File: src/rtl/cp0_pkg.sv
// Shared CP0 definitions: interrupt scheduler states, register addresses,
// the timer interrupt bit position and the exception vector.
package cp0_pkg;

  typedef enum logic [1:0] {
    ST_IDLE  = 2'd0,
    ST_ARMED = 2'd1,
    ST_BLOCK = 2'd2
  } int_state_t;

  localparam logic [4:0] CP0_BADVADDR = 5'd8;
  localparam logic [4:0] CP0_COUNT    = 5'd9;
  localparam logic [4:0] CP0_COMPARE  = 5'd11;
  localparam logic [4:0] CP0_STATUS   = 5'd12;
  localparam logic [4:0] CP0_CAUSE    = 5'd13;
  localparam logic [4:0] CP0_EPC      = 5'd14;

  localparam int IP_TIMER_BIT = 7;

  localparam logic [31:0] EXC_VECTOR = 32'hBFC0_0380;

endpackage

File: src/rtl/cp0_sync_n.sv
// Multi-bit flop-chain synchronizer for independent level-sensitive lines.
// Latency is STAGES edges; no backpressure.
module cp0_sync_n #(
  parameter int WIDTH  = 6,
  parameter int STAGES = 2
) (
  input  logic             clk,
  input  logic             rst_n,
  input  logic [WIDTH-1:0] d,
  output logic [WIDTH-1:0] q
);

  logic [STAGES-1:0][WIDTH-1:0] r_chain;

  always_ff @(posedge clk or negedge rst_n) begin
    if (!rst_n) begin
      r_chain <= '0;
    end else begin
      r_chain <= {r_chain[STAGES-2:0], d};
    end
  end

  assign q = r_chain[STAGES-1];

endmodule

File: src/rtl/cp0_int_ctrl.sv
// CP0 interrupt/timer controller: synchronizes hardware lines, runs Count/Compare,
// and schedules interrupt acceptance onto a committing WB instruction.
module cp0_int_ctrl
  import cp0_pkg::*;
#(
  parameter int          SYNC_STAGES = 2,
  parameter logic [31:0] COMPARE_RST = 32'hFFFF_FFFF
) (
  input  logic        clk,
  input  logic        rst_n,
  input  logic [5:0]  ext_int,
  input  logic [1:0]  sw_ip,
  input  logic [7:0]  status_im,
  input  logic        status_ie,
  input  logic        status_exl,
  input  logic        count_we,
  input  logic        compare_we,
  input  logic [31:0] mtc0_data,
  input  logic        commit_valid,
  input  logic        commit_exception,
  output logic        int_take,
  output logic [7:0]  cause_ip,
  output logic        cause_ti,
  output logic [31:0] count_out,
  output logic [31:0] compare_out
);

  logic [5:0]  w_hw;
  logic        r_tick;
  logic [31:0] r_count;
  logic [31:0] r_compare;
  logic        r_ti;
  logic        w_pend;
  int_state_t  r_state;
  int_state_t  w_state_nxt;

  cp0_sync_n #(
    .WIDTH  (6),
    .STAGES (SYNC_STAGES)
  ) u_sync (
    .clk   (clk),
    .rst_n (rst_n),
    .d     (ext_int),
    .q     (w_hw)
  );

  // hw[5] shares its IP slot with the timer flag.
  always_comb begin
    cause_ip               = {w_hw, sw_ip};
    cause_ip[IP_TIMER_BIT] = w_hw[5] | r_ti;
  end

  always_ff @(posedge clk or negedge rst_n) begin
    if (!rst_n) begin
      r_tick    <= 1'b0;
      r_count   <= '0;
      r_compare <= COMPARE_RST;
      r_ti      <= 1'b0;
    end else begin
      if (count_we) begin
        r_count <= mtc0_data;
        r_tick  <= 1'b0;
      end else begin
        r_count <= r_count + {31'd0, r_tick};
        r_tick  <= ~r_tick;
      end
      if (compare_we) begin
        r_compare <= mtc0_data;
        r_ti      <= 1'b0;
      end else if (r_count == r_compare) begin
        r_ti <= 1'b1;
      end
    end
  end

  assign w_pend   = (|(cause_ip & status_im)) & status_ie & ~status_exl;
  assign int_take = (r_state == ST_ARMED) & w_pend & commit_valid & ~commit_exception;

  // BLOCK idles one cycle so a late EXL update cannot cause a back-to-back take.
  always_comb begin
    w_state_nxt = r_state;
    case (r_state)
      ST_IDLE:  if (w_pend) w_state_nxt = ST_ARMED;
      ST_ARMED: begin
        if (!w_pend)       w_state_nxt = ST_IDLE;
        else if (int_take) w_state_nxt = ST_BLOCK;
      end
      ST_BLOCK: w_state_nxt = ST_IDLE;
      default:  w_state_nxt = ST_IDLE;
    endcase
  end

  always_ff @(posedge clk or negedge rst_n) begin
    if (!rst_n) r_state <= ST_IDLE;
    else        r_state <= w_state_nxt;
  end

  assign cause_ti    = r_ti;
  assign count_out   = r_count;
  assign compare_out = r_compare;

endmodule
File: config.mk
export PLATFORM = sky130hd
export DESIGN_NAME = cp0_int_ctrl
export DESIGN_NICKNAME = d
export VERILOG_FILES = /design/src/rtl/cp0_pkg.sv /design/src/rtl/cp0_sync_n.sv /design/src/rtl/cp0_int_ctrl.sv
export SDC_FILE = /design/constraint.sdc
export NUM_CORES = 1
export LEC_CHECK = 0
export CORE_ASPECT_RATIO = 0.9
export CORE_MARGIN = 3
export CORE_UTILIZATION = 42
export CTS_CLUSTER_SIZE = 8
export DETAILED_ROUTE_END_ITERATION = 6
export PLACE_DENSITY = 0.77
export SETUP_SLACK_MARGIN = 0.15
export SYNTH_ARGS = -nofsm -noshare
export SYNTH_HDL_FRONTEND = slang
export SYNTH_SLANG_ARGS = --single-unit
File: constraint.sdc
create_clock -name clk -period 2 [get_ports clk]
set_clock_uncertainty 0.15 [all_clocks]
set_input_delay 0.4 -clock clk [delete_from_list [all_inputs] [get_ports clk]]
set_output_delay 0.4 -clock clk [all_outputs]
set_load 0.02 [all_outputs]
======== Yosys cells after proc, flatten, opt, wreduce, memory -nomap -nowiden ========
Index checks and enable logic that the tools add are counted.
storage, ports and cells
  ROM bits ................................ 0
  bits in writable memories ............... 0
  input bits .............................. 56
  latch bits .............................. 0
  memories ................................ 0
  output and inout bits ................... 74
  bits in registers ....................... 80
operators by class
  divide/modulo/power cells ............... 0
  muxes and demuxes ....................... 8
  eq/ne operators ......................... 4
  bitwise gates (word level) .............. 10
  $lt $le $gt $ge ......................... 0
  shift operators ......................... 0
  $mul .................................... 0
  add/sub/neg operators ................... 1
  reductions and logical operators ........ 4
operators by type and width
  operator                                                         number
  32-bit by 1-bit adder with 32-bit output                         1
  32-bit == test                                                   1
  32-bit 2-to-1 mux                                                1
  8-bit AND                                                        1
  8-bit OR reduction                                               1
  2-bit 2-to-1 mux                                                 3
  1-bit AND                                                        5
  2-bit one-hot mux with 2 select lines                            1
  1-bit 2-to-1 mux                                                 3
  3-bit inequality test, second input constant                     1
  1-bit inverter                                                   3
  2-bit by 1-bit == test with 1-bit output, second input constant  1
  2-bit logical NOT                                                1
  2-bit inequality test, second input constant                     1
  2-bit AND reduction                                              1
  2-bit nonzero test                                               1
  1-bit OR                                                         1

======== Logic depth before layout (Yosys ltp) ========
  word-level depth ........................ 11
  depth in mapped cells ................... 8
  mapped depth without buffers ............ 7

======== Hierarchy ========
From an unflattened synthesis, not the netlist that was laid out.
unflattened totals
  cells, all modules ...................... 347
  area total of the unflattened synthesis .. 3906.2 um2
modules (own cells, without submodules)
  module        instances  cells each  area an instance (um2)
  cp0_int_ctrl  1          329         3560.9
  cp0_sync_n    1          18          345.3

======== Worst setup path before layout ========
No wires, ideal clock.
  path type ............................... register -> register
  from .................................... reg r_count[0], in the netlist count_out[0]
  to ...................................... reg r_count[24], in the netlist count_out[24]
  required time ........................... 1.725 ns
  setup slack ............................. -0.348 ns
  library setup time ...................... 0.125 ns
  data arrival time ....................... 2.073 ns
  stages on the path, launching flop included .. 9
  cells stage by stage .................... dfrtp_1 > ha_1 > ha_1 > inv_1 > or3_1 > clkbuf_1 > nand4b_1 > xnor2_1 > mux2_2
between the ends
  cells in the longest elaborated chain, start to end .. 2
ends and longest elaborated chain
  element                                   RTL line            RTL
  start: declaration                        cp0_int_ctrl.sv:30  logic [31:0] r_count;
  start signal: assignment                  cp0_int_ctrl.sv:61  r_count <= mtc0_data;
  start signal: assignment                  cp0_int_ctrl.sv:64  r_count <= r_count + {31'd0, r_tick};
  32-bit by 1-bit adder with 32-bit output  cp0_int_ctrl.sv:64
  32-bit 2-to-1 mux                         cp0_int_ctrl.sv:60  if (count_we) begin
No other way between the ends.
A chain may end at the register's enable or synchronous reset.

======== Worst setup path in the final report ========
  from .................................... in status_im[1]
  to ...................................... out int_take
between the ends
  cells in the longest elaborated chain, start to end .. 7
ends and longest elaborated chain
  element                 RTL line            RTL
  start: declaration      cp0_int_ctrl.sv:13  input logic [7:0] status_im,
  8-bit AND               cp0_int_ctrl.sv:76  assign w_pend = (|(cause_ip & status_im)) & status_ie & ~status_exl;
  8-bit OR reduction      cp0_int_ctrl.sv:76
  1-bit AND (2 in a row)  cp0_int_ctrl.sv:76
  1-bit AND (3 in a row)  cp0_int_ctrl.sv:77  assign int_take = (r_state == ST_ARMED) & w_pend & commit_valid & ~commit_exception;
  end: declaration        cp0_int_ctrl.sv:21  output logic int_take,
No other way between the ends.

==> run metrics <==
Area Growth Syn to Fin 55.58%; number of clock buffers inserted by TritonCTS 9; Final GP Congestion 0.8504; max_slew headroom between 70 and 80%; Synth area leader dfrtp_1; hold-critical path endpoint u_sync.q[0]$_DFF_PN0_; worst hold path class reg2reg; Mapped Nets between 400 and 500; Die X-Extent 107.6 µm; post-layout util a little under 70%; Synth Instances 346; Clock Root Buffer clkbuf_8; wirelength, routed roughly 11000 µm; IO Port Bufs 129; # DRC 0; leakage around 0.0025 µW; final hold vios 0; Reg clk slew, reported paths roughly 0.09 ns; Synth area leaders dfrtp_1 31%, dfstp_2 22%, xnor2_1 11%; number of synthesized flops with an enable pin 0; Mapped Avg Cell Area 11.27 µm²; final instance area between 6000 and 7000 µm²; Register Area approximately 2100 µm²; Pwr Density 697.1 nW/µm²; HP Start u_sync.r_chain[0]$_DFF_PN0_; Post-DP Area 5629 µm²; required time worst endpoint 1.45 ns; post-route insts no fill 644; Nets 578; crit end category primary output; worst hold margin 0.1971 ns; DP Cell Count ~610; first-pass GRT wire length about 18000 µm; core area 8808 µm²; Seq cells post-synth 80; Cell variety after synth 32; n_diodes 0; clk sinks 80; share of post-route cells with drive strength above 1 39.05%; DIE AREA ~10000 µm²; R2R depth 6; Multi-input gate area 1959 µm²; failing checks negative setup slack; DR pass1 iterations 4; vias per cell about 5; sequential element share of the synthesized area 52.37%; worst setup margin -0.1617 ns; YS warnings 0; asr flop ratio synth 100.0%; RSZ-0062 raised after global routing yes; Initial Util 44.26%; CP Launch Type input pin; status finished, violations left; Filler Cell Count between 600 and 700; total gr overflow 0; max-slew violation count 0; DR iter-0 viols 105; total track usage a little over a fifth; clk buf depth 2; DIE HEIGHT just under 100 µm; top cells by instance count after synthesis 48 x dfrtp_1, 48 x xnor2_1, 40 x nand2_1, 35 x mux2_2, 32 x dfstp_2; most common flop cell mapped by yosys dfrtp_1; flop2flop setup slack 0.01 ns; Routed WL per cell 17.43 µm; CTS tree built; vias in the first global route 3476; worst slew pin tran 0.3706 ns; I/O Pins 130; hold depth 0; clk_lat worst skew between 0.3 and 0.4 ns; WP data arrival 1.61 ns; crit path max fanout 2; top-area cell type share of the netlist area 30.81%; largest net degree at the start of global routing 39; Final ANT Viol Nets 0; antenna violations before repair 0; VDD IR max 0.3884 mV; RR Endpoint count_out[28]$_DFF_PN0_; synthesized area 3899 µm²; min cycle time layout 2.162 ns; final worst path period share 108.1%; number of max-cap violations 0; crit path kind in2out; reg-to-reg startpoint count_out[13]$_DFF_PN0_; Max Clock Freq 0.4626 GHz; placed wire-length estimate 8322 µm; # setup viols final 1; via count around 3.3k; row cnt 32; CTS H-tree lvls 3
how the worst max path moves through the flow:
| stage | start | to | slack, ns | depth (start not counted) |
|---|---|---|---|---|
| after detailed placement | status_im[2] | int_take | -0.70 | 7 |
| after global placement | status_im[2] | int_take | -0.64 | 7 |
| after global routing | u_sync.q[0]$_DFF_PN0_ | int_take | -0.28 | 6 |
| after CTS | u_sync.q[3]$_DFF_PN0_ | int_take | -0.16 | 6 |
| final | status_im[1] | int_take | -0.16 | 6 |
| after floorplan | count_out[0]$_DFF_PN0_ | count_out[24]$_DFF_PN0_ | -0.07 | 8 |
sequential cells by signal, indices dropped and copies added (netlist names):
name            cells
cause_ti            1
compare_out        32
count_out          32
r_state             2
r_tick              1
u_sync.q            6
u_sync.r_chain      6
what timing repair did:
| item | in CTS | in global routing |
|---|---|---|
| setup buffers | 10 | 3 |
| gates resized for setup | 122 | 46 |
| setup endpoints to repair | 95 | 41 |
| pin swaps | 31 | 23 |
| hold endpoints to repair | 13 | 0 |
| hold buffers | 1 | 0 |
cell usage in the layout (no fill, tap or decap), types with 3 or more instances in the layout:
| cell | count |
|---|---|
| and3_1 | 6 |
| buf_12 | 3 |
| buf_4 | 47 |
| buf_6 | 7 |
| clkbuf_2 | 4 |
| clkbuf_8 | 9 |
| clkdlybuf4s15_1 | 17 |
| clkdlybuf4s50_1 | 50 |
| clkinvlp_4 | 3 |
| dfrtp_1 | 25 |
| dfrtp_2 | 23 |
| dfstp_2 | 32 |
| dlygate4sd2_1 | 54 |
| inv_1 | 4 |
| inv_6 | 3 |
| mux2_2 | 34 |
| nand2_1 | 39 |
| nand3_1 | 9 |
| nand3_2 | 4 |
| nand4_1 | 15 |
| nor2_1 | 7 |
| nor3_4 | 4 |
| nor4_4 | 6 |
| o21ai_0 | 10 |
| o21ai_1 | 19 |
| xnor2_1 | 44 |
| xnor2_2 | 3 |
| xor2_1 | 13 |
worst max-delay path, cell delays in order:
cell and delay [ns]:
clkdlybuf4s50_1 0.41, a222oi_1 0.32, nand3_1 0.17, nand3_2 0.12, nor3_2 0.04, buf_4 0.15
where the power goes:
part           internal (µW)  switching [µW]  total (µW)
clock network            461             637        1100
registers               1820             136        1960
logic                    571             603        1170
total                   2850            1380        4230
cell families (layout without fill, tap and decap cells):
| logic type | after synthesis | in the layout | synth area share (%) |
|---|---|---|---|
| and+or+nand+nor | 106 | 106 | 14.76 |
| DFF | 80 | 80 | 52.37 |
| xor gates and xnor gates | 62 | 62 | 13.93 |
| muxes | 35 | 35 | 10.11 |
| AOI/OAI and AO/OA | 33 | 33 | 4.557 |
| buffers and inverters | 28 | 207 | 3.627 |
| adders and majority gates | 2 | 2 | 0.6417 |
through the flow:
stage                     TNS [ns]  power (µW)  setup WS (ns)
after floorplan           -0.06722        2545       -0.06722
after global placement     -0.7025        3155        -0.6446
after detailed placement   -0.8613        3185        -0.6988
after CTS                  -0.1649        4232        -0.1649
after global routing       -0.3960        4440        -0.2796
final                      -0.1617        4229        -0.1617
per-layer routing:
layer | GRT usage (%) | part of all wire (%)
met1 | 27.42 | 42
met2 | 36.71 | 51
met3 | 6.844 | 6.7
met4 | 5.146 | 1.2
met5 | 0 | 0
cell type report:
cell class | count | area share (%)
repair buffers | 186 | 27.87
flip-flops and latches | 80 | 34.14
inverters | 5 | 0.3094
clock buffers | 9 | 2.042
well taps | 119 | 2.455
clock inverters | 7 | 0.8870
multi-input cells | 238 | 32.30
Note: power is estimated with default switching activity, not from simulation.
